--- src/rtl/vga_marquee_ctrl_if.sv ---
// vga_marquee_ctrl_if: host write port into the marquee message RAM
interface vga_marquee_ctrl_if #(
   parameter int AW = 5
) ();
   logic          valid;
   logic          ready;
   logic [AW-1:0] addr;
   logic [7:0]    data;
   modport master (output valid, addr, data, input ready);
   modport slave  (input valid, addr, data, output ready);
endinterface

--- src/rtl/vga_marquee_ctrl.sv ---
// vga_marquee_ctrl: frame-synchronous right-to-left glyph scroller fed from a host-written message RAM
module vga_marquee_ctrl #(
   parameter int MSG_DEPTH = 32,
   parameter int AW        = 5,
   parameter int SCREEN_W  = 800,
   parameter int FRAME_DIV = 2,
   parameter int STEP      = 4
) (
   input  logic              px_clk,
   input  logic              rst,
   input  logic [25:0]       strRGB_i,
   input  logic              run,
   input  logic [AW:0]       msg_len,
   input  logic [9:0]        y_cfg,
   input  logic [2:0]        color_cfg,
   input  logic [2:0]        zoom_cfg,
   vga_marquee_ctrl_if.slave wr,
   output logic [7:0]        character,
   output logic [9:0]        x_pos,
   output logic [9:0]        y_pos,
   output logic [2:0]        color,
   output logic [2:0]        zoom,
   output logic              busy,
   output logic              wrap_pulse
);
   localparam int FW = FRAME_DIV > 1 ? $clog2(FRAME_DIV) : 1;
   localparam logic [9:0] X_RELOAD = 10'(SCREEN_W);
   localparam logic [9:0] X_STEP = 10'(STEP);
   typedef enum logic [2:0] {S_IDLE, S_START, S_WAIT, S_STEP, S_FETCH, S_LOAD} state_t;
   state_t        state, state_nx;
   logic          vs_d, tick, frame_last;
   logic [FW-1:0] frame_cnt;
   logic [AW-1:0] idx, idx_nx;
   logic [AW:0]   eff_len, idx_inc;
   logic [7:0]    mem [MSG_DEPTH];
   logic [7:0]    rd_data;
   logic          unused_rgb;
   assign tick       = strRGB_i[1] & ~vs_d;
   assign unused_rgb = ^{strRGB_i[25:2], strRGB_i[0]};
   assign frame_last = frame_cnt == FW'(FRAME_DIV - 1);
   assign busy       = state != S_IDLE;
   assign wr.ready   = state != S_FETCH;
   assign eff_len    = msg_len == '0 ? (AW+1)'(1) : msg_len > (AW+1)'(MSG_DEPTH) ? (AW+1)'(MSG_DEPTH) : msg_len;
   assign idx_inc    = {1'b0, idx} + (AW+1)'(1);
   assign idx_nx     = idx_inc >= eff_len ? '0 : idx_inc[AW-1:0];
   // state register
   always_ff @(posedge px_clk or posedge rst)
      if (rst) state <= S_IDLE;
      else     state <= state_nx;
   // next state: run low parks in IDLE; WAIT leaves only on the FRAME_DIV-th frame tick
   always_comb begin
      state_nx = state;
      if (!run) state_nx = S_IDLE;
      else case (state)
         S_IDLE:  state_nx = S_START;
         S_START: state_nx = S_FETCH;
         S_WAIT:  state_nx = tick && frame_last ? S_STEP : S_WAIT;
         S_STEP:  state_nx = x_pos >= X_STEP ? S_WAIT : S_FETCH;
         S_FETCH: state_nx = S_LOAD;
         default: state_nx = S_WAIT;
      endcase
   end
   // datapath: frame divider, glyph position/attributes, message index and wrap strobe
   always_ff @(posedge px_clk or posedge rst)
      if (rst) begin
         vs_d       <= 1'b0;
         frame_cnt  <= '0;
         idx        <= '0;
         character  <= 8'h20;
         x_pos      <= X_RELOAD;
         y_pos      <= '0;
         color      <= '0;
         zoom       <= '0;
         wrap_pulse <= 1'b0;
      end else begin
         vs_d       <= strRGB_i[1];
         wrap_pulse <= 1'b0;
         if (!run) x_pos <= X_RELOAD;
         else case (state)
            S_START: begin
               idx       <= '0;
               frame_cnt <= '0;
               y_pos     <= y_cfg;
               color     <= color_cfg;
               zoom      <= zoom_cfg;
               x_pos     <= X_RELOAD;
            end
            S_WAIT: if (tick) frame_cnt <= frame_last ? '0 : frame_cnt + FW'(1);
            S_STEP: begin
               y_pos <= y_cfg;
               color <= color_cfg;
               zoom  <= zoom_cfg;
               if (x_pos >= X_STEP) x_pos <= x_pos - X_STEP;
               else begin
                  idx        <= idx_nx;
                  wrap_pulse <= idx_nx == '0;
                  x_pos      <= X_RELOAD;
               end
            end
            S_LOAD:  character <= rd_data;
            default: ;
         endcase
      end
   // message RAM: host write port, synchronous read launched in FETCH
   always_ff @(posedge px_clk) begin
      if (wr.valid && wr.ready) mem[wr.addr] <= wr.data;
      if (state == S_FETCH) rd_data <= mem[idx];
   end
endmodule

--- src/flat_wrapper.sv ---
// flat-port wrapper written by rule: the top's interface ports become plain ports
module vga_marquee_ctrl_flat 
#(
   parameter int MSG_DEPTH = 32,
   parameter int AW        = 5,
   parameter int SCREEN_W  = 800,
   parameter int FRAME_DIV = 2,
   parameter int STEP      = 4
)
  (px_clk, rst, strRGB_i, run, msg_len, y_cfg, color_cfg, zoom_cfg, character, x_pos, y_pos, color, zoom, busy, wrap_pulse, wr_valid, wr_addr, wr_data, wr_ready);
  vga_marquee_ctrl_if #(.AW(AW)) wr_i ();
  input  logic px_clk;
  input  logic rst;
  input  logic [25:0] strRGB_i;
  input  logic run;
  input  logic [AW:0] msg_len;
  input  logic [9:0] y_cfg;
  input  logic [2:0] color_cfg;
  input  logic [2:0] zoom_cfg;
  output logic [7:0] character;
  output logic [9:0] x_pos;
  output logic [9:0] y_pos;
  output logic [2:0] color;
  output logic [2:0] zoom;
  output logic busy;
  output logic wrap_pulse;
  input wire logic [$bits(wr_i.valid)-1:0] wr_valid;
  input wire logic [$bits(wr_i.addr)-1:0] wr_addr;
  input wire logic [$bits(wr_i.data)-1:0] wr_data;
  output wire logic [$bits(wr_i.ready)-1:0] wr_ready;
  assign wr_i.valid = wr_valid;
  assign wr_i.addr = wr_addr;
  assign wr_i.data = wr_data;
  assign wr_ready = wr_i.ready;
  vga_marquee_ctrl #(.MSG_DEPTH(MSG_DEPTH), .AW(AW), .SCREEN_W(SCREEN_W), .FRAME_DIV(FRAME_DIV), .STEP(STEP)) u_core (.px_clk(px_clk), .rst(rst), .strRGB_i(strRGB_i), .run(run), .msg_len(msg_len), .y_cfg(y_cfg), .color_cfg(color_cfg), .zoom_cfg(zoom_cfg), .wr(wr_i), .character(character), .x_pos(x_pos), .y_pos(y_pos), .color(color), .zoom(zoom), .busy(busy), .wrap_pulse(wrap_pulse));
endmodule
--- config.mk ---
export PLATFORM = sky130hd
export DESIGN_NAME = vga_marquee_ctrl_flat
export DESIGN_NICKNAME = d
export VERILOG_FILES = /design/src/rtl/vga_marquee_ctrl_if.sv /design/src/rtl/vga_marquee_ctrl.sv /design/src/flat_wrapper.sv
export SDC_FILE = /design/constraint.sdc
export NUM_CORES = 1
export LEC_CHECK = 0
export CAP_MARGIN = 20
export CORE_MARGIN = 2
export CORE_UTILIZATION = 62
export DETAILED_ROUTE_END_ITERATION = 8
export PLACE_DENSITY = 0.83
export SYNTH_ARGS = -nofsm -noshare
export SYNTH_HDL_FRONTEND = slang
export SYNTH_SLANG_ARGS = --single-unit
--- constraint.sdc ---
create_clock -name px_clk -period 5.3 [get_ports px_clk]
set_clock_uncertainty 0.1 [all_clocks]
set_input_delay 1.06 -clock px_clk [delete_from_list [all_inputs] [get_ports px_clk]]
set_output_delay 1.06 -clock px_clk [all_outputs]
set_load 0.02 [all_outputs]
==> results of run 1 <==
layer usage:
metal  share of wire [%]  GRT usage, %  vias to the layer above
met5                   0             0                        -
met4                 2.7          7.50                        0
met3                 8.2          4.43                       68
met2                  50          40.5                      375
met1                  39          32.5                     3420
li1                    -             -                     3011
synthesized netlist by cell type (all sizes together):
cell type    n  area, um2
nor3         3       15.0
and2         2       12.5
o41ai        1       8.76
a21o         4       30.0
nor2        39        146
nor2b        8       50.1
dfrtp       39        976
dfstp        4        105
ha           9        113
a221oi       8       70.1
mux2i       64        641
a211o        1       8.76
and3b        1       8.76
or2          4       25.0
inv          8       30.0
and3         2       12.5
clkbuf      17       63.8
nand4b       1       8.76
o21a         3       22.5
a31o         1       8.76
a21oi       22        110
a22oi       16        120
o2111a       3       33.8
o22ai        1       6.26
conb         1       3.75
nand3       30        150
edfxtp     264       7930
a31oi        2       12.5
and4b        2       20.0
nor4         5       31.3
nand2       35        131
nor3b        4       30.0
nand3b       1       7.51
o21ai       10       50.1
mux4        32        721
o31ai        3       22.5
nand2b       6       37.5
or3          5       31.3
or3b         2       17.5
xnor2        2       17.5
a22o        11       96.3
o2bb2ai      2       17.5
buf         24        120
mux2        25        282
sequential cells by signal, indices dropped and copies added, names as in the netlist:
signal / count
u_core.zoom: 3
u_core.y_pos: 10
u_core.idx: 5
u_core.color: 3
u_core.rd_data: 8
u_core.frame_cnt: 1
u_core.x_pos: 8
u_core.mem: 256
u_core.character: 8
u_core.wrap_pulse: 1
u_core.vs_d: 1
u_core.state: 3
cell families (layout without fill, tap and decap cells):
family | Yosys count | after routing | share of synthesized area (%)
buffers and inverters | 49 | 149 | 1.73
AOI/OAI and AO/OA | 88 | 88 | 5.00
adders and majority gates | 9 | 9 | 0.912
other | 1 | 2 | 0.0304
DFF | 307 | 307 | 72.9
muxes | 121 | 121 | 13.3
and+or+nand+nor | 150 | 150 | 5.96
xor gates and xnor gates | 2 | 2 | 0.142
how the worst max path moves through the flow:
stage / startpoint / endpoint / slack (ns) / cells after the start
5_1_grt: u_core.idx[0] / u_core.idx[0] / 1.87 / 8
3_3_place_gp: wr_valid / u_core.mem[11][3] / 1.98 / 4
2_1_floorplan: msg_len[1] / u_core.idx[0] / 2.67 / 8
6_report: u_core.state[2] / wr_ready / 1.92 / 2
4_1_cts: u_core.state[2] / wr_ready / 1.92 / 2
3_5_place_dp: wr_valid / u_core.mem[18][3] / 1.91 / 4
area by class of cell:
cell class                 count  area share (%)
multi-input combinational    372            21.8
clock buffer                  35            5.20
inverter                       8           0.209
tap                          265            2.31
clock inverter                17            1.08
sequential                   307            62.7
timing repair buffer          89            6.73
metrics by stage:
stage	setup WS, ns	instances	total power, uW	hold WS, ns	instance area [um2]
5_1_grt	1.87	1093	5410	0.400	14400
3_5_place_dp	1.91	1030	3330	0.370	13300
6_report	1.92	1093	5260	0.388	14400
4_1_cts	1.92	1082	5280	0.388	14200
3_3_place_gp	1.98	1029	3300	0.365	13300
2_1_floorplan	2.67	728	3060	0.355	12400
cell usage in the layout (no fill, tap or decap), drive strengths merged, types with 4 or more instances in the layout:
cell	instances
a22oi	16
a221oi	8
a21o	4
clkdlybuf4s50	74
a21oi	22
nor3b	4
nand2	35
o21ai	10
nor4	5
mux2	25
or2	4
nand2b	6
nand3	30
a22o	11
clkinv	12
edfxtp	264
dfstp	4
mux2i	64
or3	5
clkbuf	36
nor2	39
dfrtp	39
mux4	32
ha	9
buf	14
nor2b	8
inv	9
power groups by stage:
stage                     clock network (uW)  registers, uW  logic (uW)
final                                   1970           2790         506
after CTS                               1990           2790         497
after global placement                     0           2830         474
after global routing                    2080           2800         534
after detailed placement                   0           2840         494
after floorplan                            0           2920         142
==> flow_metrics.py, run 1 <==
metrics = {
    "status": {
        "status": "finished clean",
    },
    "setup_path": {
        "crit_buf_inv": 1,
        "worstPathMaxFanout": 11,
        "reg2reg_setup_slack_ns": 2.02,
        "reg2reg_depth": 4,
        "required_ns": 4.14,
        "r2r_end": "u_core.rd_data[3]",
        "path_cells": "or3b_2, clkdlybuf4s50_1",
        "path_delay_family": "simple AND/OR/NAND/NOR gates",
        "worstPathArrival_ns": 2.22,
        "slowest_delay_ns": 0.59,
        "cp-start-kind": "register",
        "endpoint_kind": "primary output",
        "r2r_start": "u_core.idx[2]",
        "critical_path_class": "reg -> out",
        "cp_slowest_cell": "or3b_2",
    },
    "power_and_ir_drop": {
        "p_per_area_mw_per_mm2": 366,
        "switchingPower_uw": 1140,
        "ir_worst_vdd_mv": 0.403,
        "comb_power_share_pct": 9.6,
        "swShare_pct": 21.6,
        "seqPwrFrac_pct": 52.9,
        "leakagePower_uw": 0.00474,
        "power_frac_clock_pct": 37.4,
        "internal_power_uw": 4130,
    },
    "hold_path": {
        "min-delay-start": "u_core.rd_data[6]",
        "whs_endpoint": "u_core.character[6]",
        "min_path_type": "reg -> reg",
        "worstHoldPathCells": 1,
    },
    "cts": {
        "h-tree-depth": 1,
        "cts-resized-gates": 0,
        "cts_hold_buf": 0,
        "cts.sinks": 307,
        "cts_tree": "built",
        "cts_buffer_depth": 3,
        "clock_latency_ns": 0.54,
        "root_buffer": "clkbuf_16",
        "path_clk_slew_ns": 0.06,
        "cts_buffers": 29,
        "postCtsSetupRepairBufs": 0,
    },
    "floorplan": {
        "die_h_um": 145,
        "initial_utilization_pct": 63.3,
        "core_area_mm2": 0.0195,
        "dieWidth_um": 145,
        "rows": 51,
        "die_area_mm2": 0.0211,
        "num_io_pins": 102,
    },
    "detailed_routing": {
        "dr.first_iter.drc_count": 778,
        "num_vias": 6874,
        "ant_nets": 0,
        "route.detailed.drc": 0,
        "dr.pass1.iters": 7,
        "wl_um": 25200,
        "wl_per_cell_um": 23.0,
        "viasPerCell": 6.29,
    },
    "job": {
        "maxCapViolCount": 0,
    },
    "yosys": {
        "synth_area_mm2": 0.0124,
        "yosysWarnings": 0,
        "synth.yosys.seq_area_share_pct": 72.9,
        "syn_area_per_cell_um2": 17.0,
        "syn_inst": 727,
        "ys_ff_latch": 307,
        "yosysUniqueCellTypes": 47,
    },
    "sta": {
        "min_period_over_period_pct": 63.7,
        "final-hold-violation-count": 0,
        "fmax_mhz": 296,
        "worstMarginPinSlew_ns": 0.943,
        "fin_setup_tns_ns": 0,
        "fin_crit_ns": 3.38,
        "max_slew_margin_pct": 37.1,
        "rsz0062_at_grt": "no",
        "finalMaxSlewViolations": 0,
        "finalSetupViolations": 0,
    },
    "finish": {
        "area_delta_synth_final_pct": 16.4,
        "seq_area_mm2": 0.00901,
        "drive_gt1_share_pct": 14.6,
        "fillCellCount": 1131,
        "multi_input_area_mm2": 0.00313,
        "antennaDiodeCount": 0,
        "fin_util_pct": 73.7,
        "fin_nets": 881,
    },
    "grt": {
        "grt_usage_pct": 24.1,
        "grt_pass1_vias": 7007,
        "antenna_found_initial": 0,
        "grt_pass1_wl_um": 39300,
        "grt_max_degree": 64,
        "overflow": 0,
    },
    "placed_design": {
        "gp_congestion": 0.893,
        "port-buffer-count": 74,
        "dpl.hpwl_um": 15800,
    },
}
Power figures use the tool's default switching activity.
==> inputs of run 2 (changes only) <==
- CORE_UTILIZATION: 62 -> 52
- PLACE_DENSITY: 0.83 -> 0.75
- clock period: 5.3 -> 3 ns (I/O delays scaled with it)
==> flow_metrics.py, run 2 (synthesis results as in run 1) <==
metrics = {
    "finish": {
        "final_common_cell": "edfxtp_1",
        "drive_gt1_share_pct": 19.0,
        "top_regs": "u_core.mem (256), u_core.y_pos (10)",
        "top_register": "u_core.mem",
        "antennaDiodeCount": 0,
        "area_delta_synth_final_pct": 18.9,
        "fillCellCount": 1673,
        "fin_nets": 919,
        "largest_reg_flops": 256,
        "layout_common_cells": "264 x edfxtp_1, 74 x clkdlybuf4s50_1, 64 x mux2i_1, 49 x buf_4, 39 x nor2_1",
    },
    "hold_path": {
        "min-delay-start": "u_core.rd_data[0]",
        "min_path_type": "reg -> reg",
        "whs_endpoint": "u_core.character[0]",
        "worstHoldPathCells": 1,
    },
    "sta": {
        "min_period_over_period_pct": 96.0,
        "final-hold-violation-count": 0,
        "finalSetupViolations": 0,
        "finalMaxSlewViolations": 0,
        "rsz0062_at_grt": "no",
        "fin_setup_tns_ns": 0,
        "max_slew_margin_pct": 51.6,
        "worstMarginPinSlew_ns": 0.724,
        "worst_slack_ns": 0.119,
        "fin_crit_ns": 2.88,
        "fmax_mhz": 347,
    },
    "detailed_routing": {
        "viasPerCell": 5.82,
        "wl_um": 25300,
        "ant_nets": 0,
        "route.detailed.drc": 0,
        "dr.first_iter.drc_count": 603,
        "num_vias": 6920,
        "dr.pass1.iters": 5,
        "wl_per_cell_um": 21.3,
    },
    "setup_path": {
        "setup.worst_path.start": "u_core.state[2]",
        "worstPathArrival_ns": 2.18,
        "crit_buf_inv": 1,
        "critical_path_class": "reg -> out",
        "r2r_start": "u_core.idx[0]",
        "worstPathMaxFanout": 11,
        "slowest_delay_ns": 0.58,
        "path_cells": "or3b_2, clkdlybuf4s50_1",
        "reg2reg_depth": 5,
        "r2r_end": "u_core.rd_data[1]",
        "cp-start-kind": "register",
        "cp_slowest_cell": "clkdlybuf4s50_1",
        "endpoint_kind": "primary output",
        "required_ns": 2.30,
        "path_delay_family": "buffers and inverters",
        "reg2reg_setup_slack_ns": 0.42,
    },
    "cts": {
        "cts_buffers": 30,
        "cts_buffer_depth": 3,
        "h-tree-depth": 1,
        "cts.sinks": 307,
        "root_buffer": "clkbuf_16",
        "cts-resized-gates": 0,
        "cts_hold_buf": 0,
        "postCtsSetupRepairBufs": 0,
        "cts_tree": "built",
        "path_clk_slew_ns": 0.06,
        "clock_latency_ns": 0.55,
    },
    "power_and_ir_drop": {
        "finalPower_uw": 9340,
        "internal_power_uw": 7290,
        "comb_power_share_pct": 9.5,
        "p_per_area_mw_per_mm2": 636,
        "ir_worst_vdd_mv": 0.551,
        "power_frac_clock_pct": 37.8,
        "swShare_pct": 22.0,
        "leakagePower_uw": 0.00493,
        "switchingPower_uw": 2050,
        "seqPwrFrac_pct": 52.7,
    },
    "floorplan": {
        "rows": 56,
        "num_io_pins": 102,
        "initial_utilization_pct": 52.8,
        "core_area_mm2": 0.0234,
        "dieWidth_um": 158,
        "die_h_um": 158,
        "die_area_mm2": 0.0250,
    },
    "grt": {
        "grt_usage_pct": 20.3,
        "antenna_found_initial": 0,
        "grt_pass1_wl_um": 37800,
        "overflow": 0,
        "grt_max_degree": 65,
        "grt_pass1_vias": 6856,
    },
    "job": {
        "maxCapViolCount": 0,
    },
    "placed_design": {
        "gp_congestion": 0.823,
        "dpl.hpwl_um": 16400,
        "port-buffer-count": 74,
        "post-place-ws_ns": 0.138,
    },
    "status": {
        "status": "finished clean",
    },
}
## run 2: cell count changes in the layout (fill, tap and decap cells not counted), moves of 4 or more
cell,before,now
buf_4,4,49
clkinv_2,3,7
buf_16,4,0
buf_8,4,0
clkinv_1,9,3
clkbuf_16,29,33
## run 2: how the worst max path moves through the flow
stage / endpoint / slack, ns / cells after the start
final: wr_ready / 0.12 / 2
after global placement: u_core.idx[0] / 0.17 / 9
after CTS: wr_ready / 0.11 / 2
after global routing: wr_ready / 0.06 / 2
after floorplan: u_core.idx[0] / 0.62 / 9
after detailed placement: u_core.idx[4] / 0.14 / 9
## run 2: area by class of cell
| class | count | area (um2) | share of cell area [%] |
|---|---|---|---|
| sequential | 307 | 9010 | 61.4 |
| timing repair buffer | 126 | 1150 | 7.86 |
| inverter | 8 | 30.0 | 0.205 |
| clock buffer | 43 | 873 | 5.95 |
| tap | 319 | 399 | 2.72 |
| clock inverter | 13 | 78.8 | 0.537 |
| multi-input combinational | 372 | 3130 | 21.3 |
## run 2: through the flow
stage	area (um2)	utilization, %	std cells	hold slack, ns
after floorplan	12400	-	728	0.355
after global placement	13700	58.7	1131	0.362
after detailed placement	13700	58.7	1131	0.366
after CTS	14700	62.7	1187	0.377
after global routing	14700	62.7	1188	0.389
final	14700	62.7	1188	0.374
## run 2: routing by layer
metal | vias to the layer above | track usage [%] | share of wire (%)
met5 | - | 0 | 0
met4 | 0 | 4.42 | 1.5
met3 | 31 | 3.09 | 7.4
met2 | 292 | 35.3 | 51
met1 | 3508 | 27.3 | 40
li1 | 3089 | - | -
## run 2: power groups by stage
stage	combinational, uW	clock (uW)	sequential, uW
floorplan	251	0	5160
detailed placement	893	0	5010
global route	949	3770	4940
CTS	896	3600	4920
global placement	865	0	5000
finish	885	3540	4920
